**config.mk**
```make
export PLATFORM = sky130hd
export DESIGN_NAME = brancher_arbiter_flat
export DESIGN_NICKNAME = d
export VERILOG_FILES = /design/src/rtl/brancher_arbiter_if.sv /design/src/rtl/brancher_arbiter.sv /design/src/flat_wrapper.sv
export SDC_FILE = /design/constraint.sdc
export NUM_CORES = 1
export LEC_CHECK = 0
export CORE_MARGIN = 3
export CORE_UTILIZATION = 49
export CTS_BUF_LIST = sky130_fd_sc_hd__clkbuf_4 sky130_fd_sc_hd__clkbuf_8
export DETAILED_ROUTE_END_ITERATION = 16
export PLACE_DENSITY = 0.88
export SKIP_LAST_GASP = 1
export SYNTH_ARGS = -nofsm -noshare
export SYNTH_HDL_FRONTEND = slang
export SYNTH_SLANG_ARGS = --single-unit
```
**constraint.sdc**
```tcl
create_clock -name aclk -period 3.39 [get_ports aclk]
set_clock_uncertainty 0.2 [all_clocks]
set_input_delay 0.678 -clock aclk [delete_from_list [all_inputs] [get_ports aclk]]
set_output_delay 0.678 -clock aclk [all_outputs]
set_load 0.1 [all_outputs]
```
**src/rtl/brancher_arbiter_if.sv**
```systemverilog
// Signal bundle between brancher_arbiter, its requesters and the shared brancher.
// master = arbiter view, slave = environment (requesters + brancher) view.
interface brancher_arbiter_if #(
  parameter int NUM_REQ = 2
);
  // requester side
  logic [NUM_REQ-1:0]    rx_req;
  logic [16*NUM_REQ-1:0] rx_req_branch;
  logic [4*NUM_REQ-1:0]  rx_req_check;
  logic [4*NUM_REQ-1:0]  rx_req_flags;
  logic [NUM_REQ-1:0]    tx_grant;
  logic [NUM_REQ-1:0]    tx_done;
  logic                  tx_error;
  logic [15:0]           tx_pc;

  // brancher side
  logic                  tx_br_enable;
  logic                  tx_br_write_flags;
  logic                  tx_br_write_branch;
  logic                  tx_br_strobe;
  logic [3:0]            tx_br_check_flags;
  logic [3:0]            tx_br_input_flags;
  logic [15:0]           tx_br_branch;
  logic [15:0]           rx_br_pc;
  logic                  rx_br_ready;

  modport master (
    input  rx_req, rx_req_branch, rx_req_check, rx_req_flags, rx_br_pc, rx_br_ready,
    output tx_grant, tx_done, tx_error, tx_pc,
    output tx_br_enable, tx_br_write_flags, tx_br_write_branch, tx_br_strobe,
    output tx_br_check_flags, tx_br_input_flags, tx_br_branch
  );

  modport slave (
    output rx_req, rx_req_branch, rx_req_check, rx_req_flags, rx_br_pc, rx_br_ready,
    input  tx_grant, tx_done, tx_error, tx_pc,
    input  tx_br_enable, tx_br_write_flags, tx_br_write_branch, tx_br_strobe,
    input  tx_br_check_flags, tx_br_input_flags, tx_br_branch
  );
endinterface

```
**src/rtl/brancher_arbiter.sv**
```systemverilog
// Shares one brancher between NUM_REQ requesters: arbitrate, sequence the handshake, return PC.
// Define BRANCHER_ARB_PRIORITY_EN for fixed lowest-index-wins priority (default: round-robin).
module brancher_arbiter #(
  parameter int NUM_REQ        = 2,
  parameter int TIMEOUT_CYCLES = 64
) (
  input  logic               aclk,
  input  logic               areset,
  brancher_arbiter_if.master bus
);

  localparam int IW = (NUM_REQ > 1) ? $clog2(NUM_REQ) : 1;
  localparam int CW = $clog2(TIMEOUT_CYCLES + 1);

  localparam logic [CW-1:0] CNT_MAX  = CW'(TIMEOUT_CYCLES);
  localparam logic [CW-1:0] CNT_LAST = CW'(TIMEOUT_CYCLES - 1);
  localparam logic [IW-1:0] IDX_LAST = IW'(NUM_REQ - 1);

  localparam logic [2:0] S_IDLE      = 3'd0;
  localparam logic [2:0] S_WR_FLAGS  = 3'd1;
  localparam logic [2:0] S_WR_BRANCH = 3'd2;
  localparam logic [2:0] S_STROBE    = 3'd3;
  localparam logic [2:0] S_WAIT      = 3'd4;
  localparam logic [2:0] S_DONE      = 3'd5;

  logic [2:0]         state_q, state_d;
  logic [IW-1:0]      owner_q, owner_d;
  logic [CW-1:0]      cnt_q, cnt_d;
  logic [15:0]        branch_q, branch_d;
  logic [3:0]         check_q, check_d;
  logic [3:0]         flags_q, flags_d;

  logic [NUM_REQ-1:0] tx_grant_q, tx_grant_d;
  logic [NUM_REQ-1:0] tx_done_q, tx_done_d;
  logic               tx_error_q, tx_error_d;
  logic [15:0]        tx_pc_q, tx_pc_d;
  logic               br_enable_q, br_enable_d;
  logic               br_write_flags_q, br_write_flags_d;
  logic               br_write_branch_q, br_write_branch_d;
  logic               br_strobe_q, br_strobe_d;
  logic [3:0]         br_check_flags_q, br_check_flags_d;
  logic [3:0]         br_input_flags_q, br_input_flags_d;
  logic [15:0]        br_branch_q, br_branch_d;

`ifndef BRANCHER_ARB_PRIORITY_EN
  logic [IW-1:0]      rr_q, rr_d;
`endif

  logic               win_valid;
  logic [IW-1:0]      win_idx;
  logic [15:0]        win_branch;
  logic [3:0]         win_check;
  logic [3:0]         win_flags;
  logic               busy_d;

  // Winner selection and operand mux for the current request vector.
  always_comb begin
    // NOTE: every variable written here gets a default first so no latch is inferred.
    win_valid  = 1'b0;
    win_idx    = '0;
    win_branch = '0;
    win_check  = '0;
    win_flags  = '0;
`ifdef BRANCHER_ARB_PRIORITY_EN
    for (int i = 0; i < NUM_REQ; i++) begin
      if (!win_valid && bus.rx_req[IW'(i)]) begin
        win_valid = 1'b1;
        win_idx   = IW'(i);
      end
    end
`else
    for (int i = 0; i < NUM_REQ; i++) begin
      logic [IW:0] idx_w;
      // rotate the search so it starts at the round-robin pointer
      idx_w = {1'b0, rr_q} + (IW+1)'(i);
      if (idx_w >= (IW+1)'(NUM_REQ)) idx_w = idx_w - (IW+1)'(NUM_REQ);
      if (!win_valid && bus.rx_req[idx_w[IW-1:0]]) begin
        win_valid = 1'b1;
        win_idx   = idx_w[IW-1:0];
      end
    end
`endif
    for (int i = 0; i < NUM_REQ; i++) begin
      if (win_idx == IW'(i)) begin
        win_branch = bus.rx_req_branch[16*i +: 16];
        win_check  = bus.rx_req_check[4*i +: 4];
        win_flags  = bus.rx_req_flags[4*i +: 4];
      end
    end
  end

  // Sequencer next state, then every output decoded from the next state so it lands in a flop.
  always_comb begin
    state_d    = state_q;
    owner_d    = owner_q;
    cnt_d      = cnt_q;
    branch_d   = branch_q;
    check_d    = check_q;
    flags_d    = flags_q;
    tx_pc_d    = tx_pc_q;
    tx_error_d = 1'b0;
`ifndef BRANCHER_ARB_PRIORITY_EN
    rr_d       = rr_q;
`endif

    case (state_q)
      S_IDLE: begin
        if (win_valid) begin
          state_d  = S_WR_FLAGS;
          owner_d  = win_idx;
          branch_d = win_branch;
          check_d  = win_check;
          flags_d  = win_flags;
        end
      end
      S_WR_FLAGS:  state_d = S_WR_BRANCH;
      S_WR_BRANCH: state_d = S_STROBE;
      S_STROBE: begin
        state_d = S_WAIT;
        cnt_d   = '0;
      end
      S_WAIT: begin
        if (bus.rx_br_ready) begin
          tx_pc_d = bus.rx_br_pc;
          state_d = S_DONE;
        end else begin
          if (cnt_q != CNT_MAX) cnt_d = cnt_q + 1'b1;
          // ready arriving on the last allowed cycle still wins over the abort
          if (cnt_q == CNT_LAST) begin
            tx_error_d = 1'b1;
            state_d    = S_DONE;
          end
        end
      end
      S_DONE: begin
        state_d = S_IDLE;
`ifndef BRANCHER_ARB_PRIORITY_EN
        rr_d = (owner_q == IDX_LAST) ? '0 : owner_q + 1'b1;
`endif
      end
      default: state_d = S_IDLE;
    endcase

    busy_d = (state_d == S_WR_FLAGS) || (state_d == S_WR_BRANCH) ||
             (state_d == S_STROBE)   || (state_d == S_WAIT);

    tx_grant_d = '0;
    if (busy_d) tx_grant_d[owner_d] = 1'b1;
    tx_done_d = '0;
    if (state_d == S_DONE) tx_done_d[owner_d] = 1'b1;

    br_enable_d       = busy_d;
    br_write_flags_d  = (state_d == S_WR_FLAGS);
    br_write_branch_d = (state_d == S_WR_BRANCH);
    br_strobe_d       = (state_d == S_STROBE);
    br_check_flags_d  = (state_d == S_WR_FLAGS)  ? check_d  : 4'h0;
    br_branch_d       = (state_d == S_WR_BRANCH) ? branch_d : 16'h0000;
    br_input_flags_d  = (state_d == S_STROBE)    ? flags_d  : 4'h0;
  end

  always_ff @(posedge aclk) begin
    // NOTE: there is no storage array here, so every flop including the capture registers is reset.
    if (areset) begin
      state_q           <= S_IDLE;
      owner_q           <= '0;
      cnt_q             <= '0;
      branch_q          <= '0;
      check_q           <= '0;
      flags_q           <= '0;
      tx_grant_q        <= '0;
      tx_done_q         <= '0;
      tx_error_q        <= 1'b0;
      tx_pc_q           <= '0;
      br_enable_q       <= 1'b0;
      br_write_flags_q  <= 1'b0;
      br_write_branch_q <= 1'b0;
      br_strobe_q       <= 1'b0;
      br_check_flags_q  <= '0;
      br_input_flags_q  <= '0;
      br_branch_q       <= '0;
`ifndef BRANCHER_ARB_PRIORITY_EN
      rr_q              <= '0;
`endif
    end else begin
      // NOTE: non-blocking assignments so all flops update together from the pre-edge values.
      state_q           <= state_d;
      owner_q           <= owner_d;
      cnt_q             <= cnt_d;
      branch_q          <= branch_d;
      check_q           <= check_d;
      flags_q           <= flags_d;
      tx_grant_q        <= tx_grant_d;
      tx_done_q         <= tx_done_d;
      tx_error_q        <= tx_error_d;
      tx_pc_q           <= tx_pc_d;
      br_enable_q       <= br_enable_d;
      br_write_flags_q  <= br_write_flags_d;
      br_write_branch_q <= br_write_branch_d;
      br_strobe_q       <= br_strobe_d;
      br_check_flags_q  <= br_check_flags_d;
      br_input_flags_q  <= br_input_flags_d;
      br_branch_q       <= br_branch_d;
`ifndef BRANCHER_ARB_PRIORITY_EN
      rr_q              <= rr_d;
`endif
    end
  end

  assign bus.tx_grant           = tx_grant_q;
  assign bus.tx_done            = tx_done_q;
  assign bus.tx_error           = tx_error_q;
  assign bus.tx_pc              = tx_pc_q;
  assign bus.tx_br_enable       = br_enable_q;
  assign bus.tx_br_write_flags  = br_write_flags_q;
  assign bus.tx_br_write_branch = br_write_branch_q;
  assign bus.tx_br_strobe       = br_strobe_q;
  assign bus.tx_br_check_flags  = br_check_flags_q;
  assign bus.tx_br_input_flags  = br_input_flags_q;
  assign bus.tx_br_branch       = br_branch_q;

endmodule

```
**src/flat_wrapper.sv**
```systemverilog
// flat-port wrapper written by rule: the top's interface ports become plain ports
module brancher_arbiter_flat 
#(
  parameter int NUM_REQ        = 2,
  parameter int TIMEOUT_CYCLES = 64
)
  (aclk, areset, bus_rx_req, bus_rx_req_branch, bus_rx_req_check, bus_rx_req_flags, bus_rx_br_pc, bus_rx_br_ready, bus_tx_grant, bus_tx_done, bus_tx_error, bus_tx_pc, bus_tx_br_enable, bus_tx_br_write_flags, bus_tx_br_write_branch, bus_tx_br_strobe, bus_tx_br_check_flags, bus_tx_br_input_flags, bus_tx_br_branch);
  brancher_arbiter_if #(.NUM_REQ(NUM_REQ)) bus_i ();
  input  logic aclk;
  input  logic areset;
  input wire logic [$bits(bus_i.rx_req)-1:0] bus_rx_req;
  input wire logic [$bits(bus_i.rx_req_branch)-1:0] bus_rx_req_branch;
  input wire logic [$bits(bus_i.rx_req_check)-1:0] bus_rx_req_check;
  input wire logic [$bits(bus_i.rx_req_flags)-1:0] bus_rx_req_flags;
  input wire logic [$bits(bus_i.rx_br_pc)-1:0] bus_rx_br_pc;
  input wire logic [$bits(bus_i.rx_br_ready)-1:0] bus_rx_br_ready;
  output wire logic [$bits(bus_i.tx_grant)-1:0] bus_tx_grant;
  output wire logic [$bits(bus_i.tx_done)-1:0] bus_tx_done;
  output wire logic [$bits(bus_i.tx_error)-1:0] bus_tx_error;
  output wire logic [$bits(bus_i.tx_pc)-1:0] bus_tx_pc;
  output wire logic [$bits(bus_i.tx_br_enable)-1:0] bus_tx_br_enable;
  output wire logic [$bits(bus_i.tx_br_write_flags)-1:0] bus_tx_br_write_flags;
  output wire logic [$bits(bus_i.tx_br_write_branch)-1:0] bus_tx_br_write_branch;
  output wire logic [$bits(bus_i.tx_br_strobe)-1:0] bus_tx_br_strobe;
  output wire logic [$bits(bus_i.tx_br_check_flags)-1:0] bus_tx_br_check_flags;
  output wire logic [$bits(bus_i.tx_br_input_flags)-1:0] bus_tx_br_input_flags;
  output wire logic [$bits(bus_i.tx_br_branch)-1:0] bus_tx_br_branch;
  assign bus_i.rx_req = bus_rx_req;
  assign bus_i.rx_req_branch = bus_rx_req_branch;
  assign bus_i.rx_req_check = bus_rx_req_check;
  assign bus_i.rx_req_flags = bus_rx_req_flags;
  assign bus_i.rx_br_pc = bus_rx_br_pc;
  assign bus_i.rx_br_ready = bus_rx_br_ready;
  assign bus_tx_grant = bus_i.tx_grant;
  assign bus_tx_done = bus_i.tx_done;
  assign bus_tx_error = bus_i.tx_error;
  assign bus_tx_pc = bus_i.tx_pc;
  assign bus_tx_br_enable = bus_i.tx_br_enable;
  assign bus_tx_br_write_flags = bus_i.tx_br_write_flags;
  assign bus_tx_br_write_branch = bus_i.tx_br_write_branch;
  assign bus_tx_br_strobe = bus_i.tx_br_strobe;
  assign bus_tx_br_check_flags = bus_i.tx_br_check_flags;
  assign bus_tx_br_input_flags = bus_i.tx_br_input_flags;
  assign bus_tx_br_branch = bus_i.tx_br_branch;
  brancher_arbiter #(.NUM_REQ(NUM_REQ), .TIMEOUT_CYCLES(TIMEOUT_CYCLES)) u_core (.aclk(aclk), .areset(areset), .bus(bus_i));
endmodule
```
## Word-level counts from Yosys, hierarchy flattened

Cells that the tools add are included.

| storage, ports and cells | value |
|---|---|
| logic and storage cells | 97 |
| bits in read-only memories | 0 |
| register bits after elaboration | 85 |
| memories kept | 0 |
| latch bits | 0 |
| input bits | 69 |
| output and inout port bits | 49 |
| RAM bits | 0 |

| cells by class | value |
|---|---|
| $mul | 0 |
| shift-type cells | 0 |
| div/mod/pow operators | 0 |
| add/sub/neg operators | 5 |
| $lt $le $gt $ge | 6 |
| muxes and demuxes | 32 |
| bitwise operators | 6 |
| reductions and logical operators | 16 |
| equality and inequality tests | 14 |

Operators with widths:

| operator | count |
|---|---|
| $mux 16 | 3 |
| $mux 4 | 6 |
| $mux 1 | 15 |
| $pmux 3 s5 | 1 |
| $mux 7 | 2 |
| $pmux 7 s2 | 1 |
| $eq 3x2->1 const B | 4 |
| $eq 3x3->1 const B | 4 |
| $reduce_or 2->1 | 5 |
| $mux 3 | 3 |
| $add 7x1->7 const B | 1 |
| $eq 7x6->1 const B | 1 |
| $ne 7x7->1 const B | 1 |
| $eq 3x1->1 const B | 2 |
| $lt 1x2->1 const B | 3 |
| $not 1->1 | 6 |
| $logic_not 3->1 | 1 |
| $logic_or 1x1->1 | 3 |
| $reduce_and 3->1 | 1 |
| $reduce_or 3->1 | 1 |
| $add 1x1->2 const B | 1 |
| $ge 1x2->1 const B | 1 |
| $ge 2x2->1 const B | 1 |
| $logic_and 1x1->1 | 2 |
| other kinds (9) | 10 |

## Depth between registers and ports, before layout

| depth | value |
|---|---|
| depth after elaboration | 16 |
| gate-level depth with buffers | 7 |

## Worst setup path after synthesis

Ideal clock, no wire load.

| timing | value |
|---|---|
| path kind | input -> register |
| start | input bus_rx_br_ready |
| end | register u_core.cnt_q[5] |
| cell stages on the path | 4 |
| setup time | 70 ps |
| path slack | 1404 ps |
| buffers on the path | 0 |
| required time | 3120 ps |
| arrival | 1717 ps |
| cells stage by stage | nor4b_4 o21ai_2 or4_1 a21oi_1 |

| between the ends | value |
|---|---|
| cells in the longest elaborated chain, start to end | 2 |

Ends and longest elaborated chain:

| element | RTL line | text |
|---|---|---|
| start: declaration | flat_wrapper.sv:16 | `input wire logic [$bits(bus_i.rx_br_ready)-1:0] bus_rx_br_ready;` |
| $ne 2x2->1 (no line) | n/a |  |
| $reduce_and 3->1 (no line) | n/a |  |
| end signal: assignment | brancher_arbiter.sv:188 | `cnt_q <= cnt_d;` |
| end: declaration | brancher_arbiter.sv:28 | `logic [CW-1:0] cnt_q, cnt_d;` |

No other way between the ends.
A chain may end at the register's enable or synchronous reset.

## Worst setup path in the final report

Same ends and word-level chain as after synthesis.

==> metrics.md <==
| Metric | Value |
|---|---|
| Fraction of the mapped netlist area in simple logic gates | 15.0% |
| Placeable Area | 6130 um^2 |
| Startpoint kind of the worst setup timing path | input pin |
| Aggregate routed wire length | 7.44 mm |
| Proportion of synthesized area in mux cells | 7.82% |
| Syn nets | 405 |
| Worst Hold Margin | 0.256 ns |
| Termination of the worst setup path | u_core.cnt_q[5]$_SDFFE_PP0P_ |
| Cts-stage hold buffer count | 0 |
| Class of the tightest hold or removal check | flop to flop |
| Pin count of the biggest net entering global routing | 73 |
| Top Family by Delay on Critical Path | simple AND/OR/NAND/NOR gates |
| IO buf count | 117 |
| Count of flip-flops with a built-in enable after synthesis | 0 |
| CTS sink cnt | 85 |
| Final design utilization | 72.7% |
| Register clock-pin slew on the reported worst setup and hold paths | 0.08 ns |
| CP endpoint kind | flop |
| Number of gates given a new drive strength after cts | 0 |
| Origin of the worst min-delay path | u_core.owner_q$_SDFF_PP0_ |
| Area share of xor/xnor cells in the synthesized design | 0.821% |
| FF-to-FF setup slack | 1.33 ns |
| Dominant cell type by area after synthesis | dfxtp_1 |
| Die area | 7540 um^2 |
| Worst hold path depth | 1 |
| Fin nets | 513 |
| CP Cell Sequence | clkdlybuf4s50_1 -> nor4b_4 -> o21ai_2 -> or4_1 -> a21oi_1 |
| Cell area power density | 535 nW/um^2 |
| Run status | finished, final reports clean |
| Effective utilization at floorplan | 52.2% |
| Endpoints failing setup | 0 |
| Number of global-route vias before repair | 2741 |
| Fill count | 468 |
| CP Max Fanout | 8 |
| Post-synthesis average cell area | 9.58 um^2 |
| Final cycle utilization of the critical path | 70.5% |
| Sequential area share after synthesis | 53.2% |
| Dpl ws | 0.671 ns |
| Transition at the pin with the smallest max-transition slack | 0.532 ns |
| Layout overhead on the synthesized area | 39.3% |
| Worst Setup SP | bus_rx_br_ready |
| Post-CTS setup repair buffer count | 0 |
| Most frequent cell after synthesis | dfxtp_1 |
| Achievable clock frequency | 418 MHz |
| Detail-routed via count per cell | 5.29 |
| Share of the synthesized area in the top cell type | 53.2% |
| Final-report hold violation count | 0 |
| Fraction of synthesis flops using an asynchronous set or reset pin | 0% |
| Share of layout cells above drive strength 1 | 16.6% |
| Setup TNS after final layout | 0 ns |
| Syn Inst Count | 334 |
| Adder and majority cell fraction of the synthesized area | 0.782% |
| Total via count after detailed routing | 2754 |
| Final HPWL DP | 5.49 mm |
| Main area contributors after synthesis | dfxtp_1 (53%), a211oi_1 (11%), mux2i_1 (7.8%), nand2_1 (4.7%), nor2_1 (4.2%) |
| Final weighted congestion in routability-driven placement | 0.840 |
| GRT Overall Usage | 20.8% |
| TritonCTS clock tree | done |
| RSZ-0062 raised after global routing | false |
| Pwr Total | 2390 uW |
| Placement Rows | 28 |
| Crit path setup slack, layout | 0.998 ns |
| Dominant combinational cell family by area after synthesis | compound AO/OA/AOI/OAI gates |
| Detail Route Antenna Nets | 0 |
| Cell with the largest stage delay on the worst path | clkdlybuf4s50_1 |
| Worst path bufs/invs | 1 |
| Minimum clock period after layout | 2.39 ns |
| Total gr overflow | 0 |
| Antenna diode count | 0 |
| Detailed-router iteration count before antenna repair | 4 |
| Reg-to-reg critical path startpoint | u_core.state_q[2]$_SDFF_PP0_ |
| Most numerous cell types in the synthesized netlist | dfxtp_1 (85), a211oi_1 (49), nand2_1 (40) |
| Wire length of the first global-routing pass | 12.3 mm |
| Post-synthesis compound-gate area fraction | 17.9% |
| Crit path kind | input pin to flop |
| Register bit total from synthesis | 85 |
| Dominant register cell in the synthesized netlist | dfxtp_1 |
| Reported leakage power | 0.00185 uW |
| Number of cells on the critical path | 5 |
| Max-cap violations | 0 |
| Master cell of the clock root buffer | clkbuf_8 |
| Total DRC errors in the routed layout | 0 |
| Average routed wire per standard cell | 14.3 um |
| Initial DRC count | 131 |
| Cell Area, Synth | 3200 um^2 |
| Max-slew violations | 0 |
| Die W | 86.8 um |
| Number of levels in the clock H-tree | 3 |
| Worst endpoint data arrival time | 2.47 ns |
| Rel. slew slack | 64.6% |
| Number of cells on the worst reg-to-reg path | 4 |
| Maximum number of buffers from clock root to sink | 2 |
| Vert. Die Dim | 86.8 um |
| Number of ports placed on the die boundary | 118 |
| Worst IR drop on VDD | 0.343 mV |
| Num CTS Buffers | 9 |
| Delay contributed by the slowest stage of the critical path | 0.55 ns |
| Initial antenna violation count | 0 |
| Yosys warnings | 0 |
| FF-to-FF End | u_core.cnt_q[5]$_SDFFE_PP0P_ |
| Clk_lat worst skew | 0.34 ns |
| Number of distinct library cell variants in the gate-level netlist after synthesis | 38 |
| Required time worst endpoint | 3.46 ns |
-- per-layer routing --
metal,share of wire (%),global-route usage (%),wire length [um],vias to the layer above
met5,0,0,0,-
met4,2.4,10.6,176,0
met3,7.1,4.47,529,14
met2,48,34.7,3560,105
met1,43,25.1,3180,1235
li1,-,-,-,1400
-- sequential cells by signal, summed over array words and instances (netlist names) --
register,count
u_core.state_q,3
u_core.bus.tx_grant,2
u_core.owner_q,1
u_core.bus.tx_done,2
u_core.bus.tx_br_input_flags,4
u_core.bus.tx_pc,16
u_core.bus.tx_br_write_flags,1
u_core.bus.tx_br_strobe,1
u_core.bus.tx_br_write_branch,1
u_core.cnt_q,7
u_core.check_q,4
u_core.bus.tx_br_branch,16
u_core.bus.tx_br_check_flags,4
u_core.rr_q,1
u_core.flags_q,4
u_core.branch_q,16
u_core.bus.tx_error,1
u_core.bus.tx_br_enable,1
-- area by class of cell --
type / instances / area (um^2) / area share, %
clock buffers: 12 / 159 / 3.56
clock inverters: 3 / 18.8 / 0.421
inverters: 8 / 30.0 / 0.674
multi-input cells: 217 / 1370 / 30.7
flip-flops and latches: 85 / 1700 / 38.2
well taps: 75 / 93.8 / 2.10
repair buffers: 121 / 1090 / 24.4
-- cells in the final DEF, fill, tap and decap left out, types with 3 or more instances in the layout --
| master | count |
|---|---|
| a211oi_1 | 49 |
| a21oi_1 | 24 |
| buf_4 | 52 |
| clkbuf_8 | 11 |
| clkdlybuf4s50_1 | 67 |
| dfxtp_1 | 85 |
| inv_1 | 8 |
| mux2i_1 | 25 |
| nand2_1 | 40 |
| nand2b_1 | 4 |
| nand3_1 | 3 |
| nor2_1 | 36 |
| nor3_1 | 5 |
-- worst min-delay path by stage --
stage / endpoint / slack (ns)
6_report: u_core.rr_q$_SDFFE_PP0N_ / 0.26
2_1_floorplan: u_core.rr_q$_SDFFE_PP0N_ / 0.21
3_5_place_dp: u_core.rr_q$_SDFFE_PP0N_ / 0.23
3_3_place_gp: u_core.bus.tx_pc[11]$_SDFFE_PP0P_ / 0.24
5_1_grt: u_core.bus.tx_pc[1]$_SDFFE_PP0P_ / 0.28
4_1_cts: u_core.rr_q$_SDFFE_PP0N_ / 0.25
-- report_power, final --
| group | internal, uW | total [uW] | leakage, uW | switching, uW |
|---|---|---|---|---|
| Sequential | 1080 | 1120 | 0.000694 | 37.0 |
| Clock | 311 | 639 | 0.0000960 | 328 |
| Combinational | 198 | 628 | 0.00106 | 430 |
| Total | 1590 | 2390 | 0.00185 | 795 |
-- metrics by stage --
step | cells | cell area, um^2
6_report | 521 | 4460
5_1_grt | 521 | 4460
4_1_cts | 521 | 4460
3_5_place_dp | 506 | 4280
3_3_place_gp | 506 | 4280
2_1_floorplan | 334 | 3200
-- cells by family (layout without fill, tap and decap cells) --
logic type / after synthesis / in the layout
adder cells (fa/ha/maj): 2 / 2
AO/OA/AOI/OAI: 84 / 84
buffers and inverters: 32 / 144
flip-flops: 85 / 85
XOR/XNOR: 3 / 3
multiplexers: 25 / 25
AND/OR/NAND/NOR: 103 / 103
Note: power is estimated with default switching activity, not from simulation.
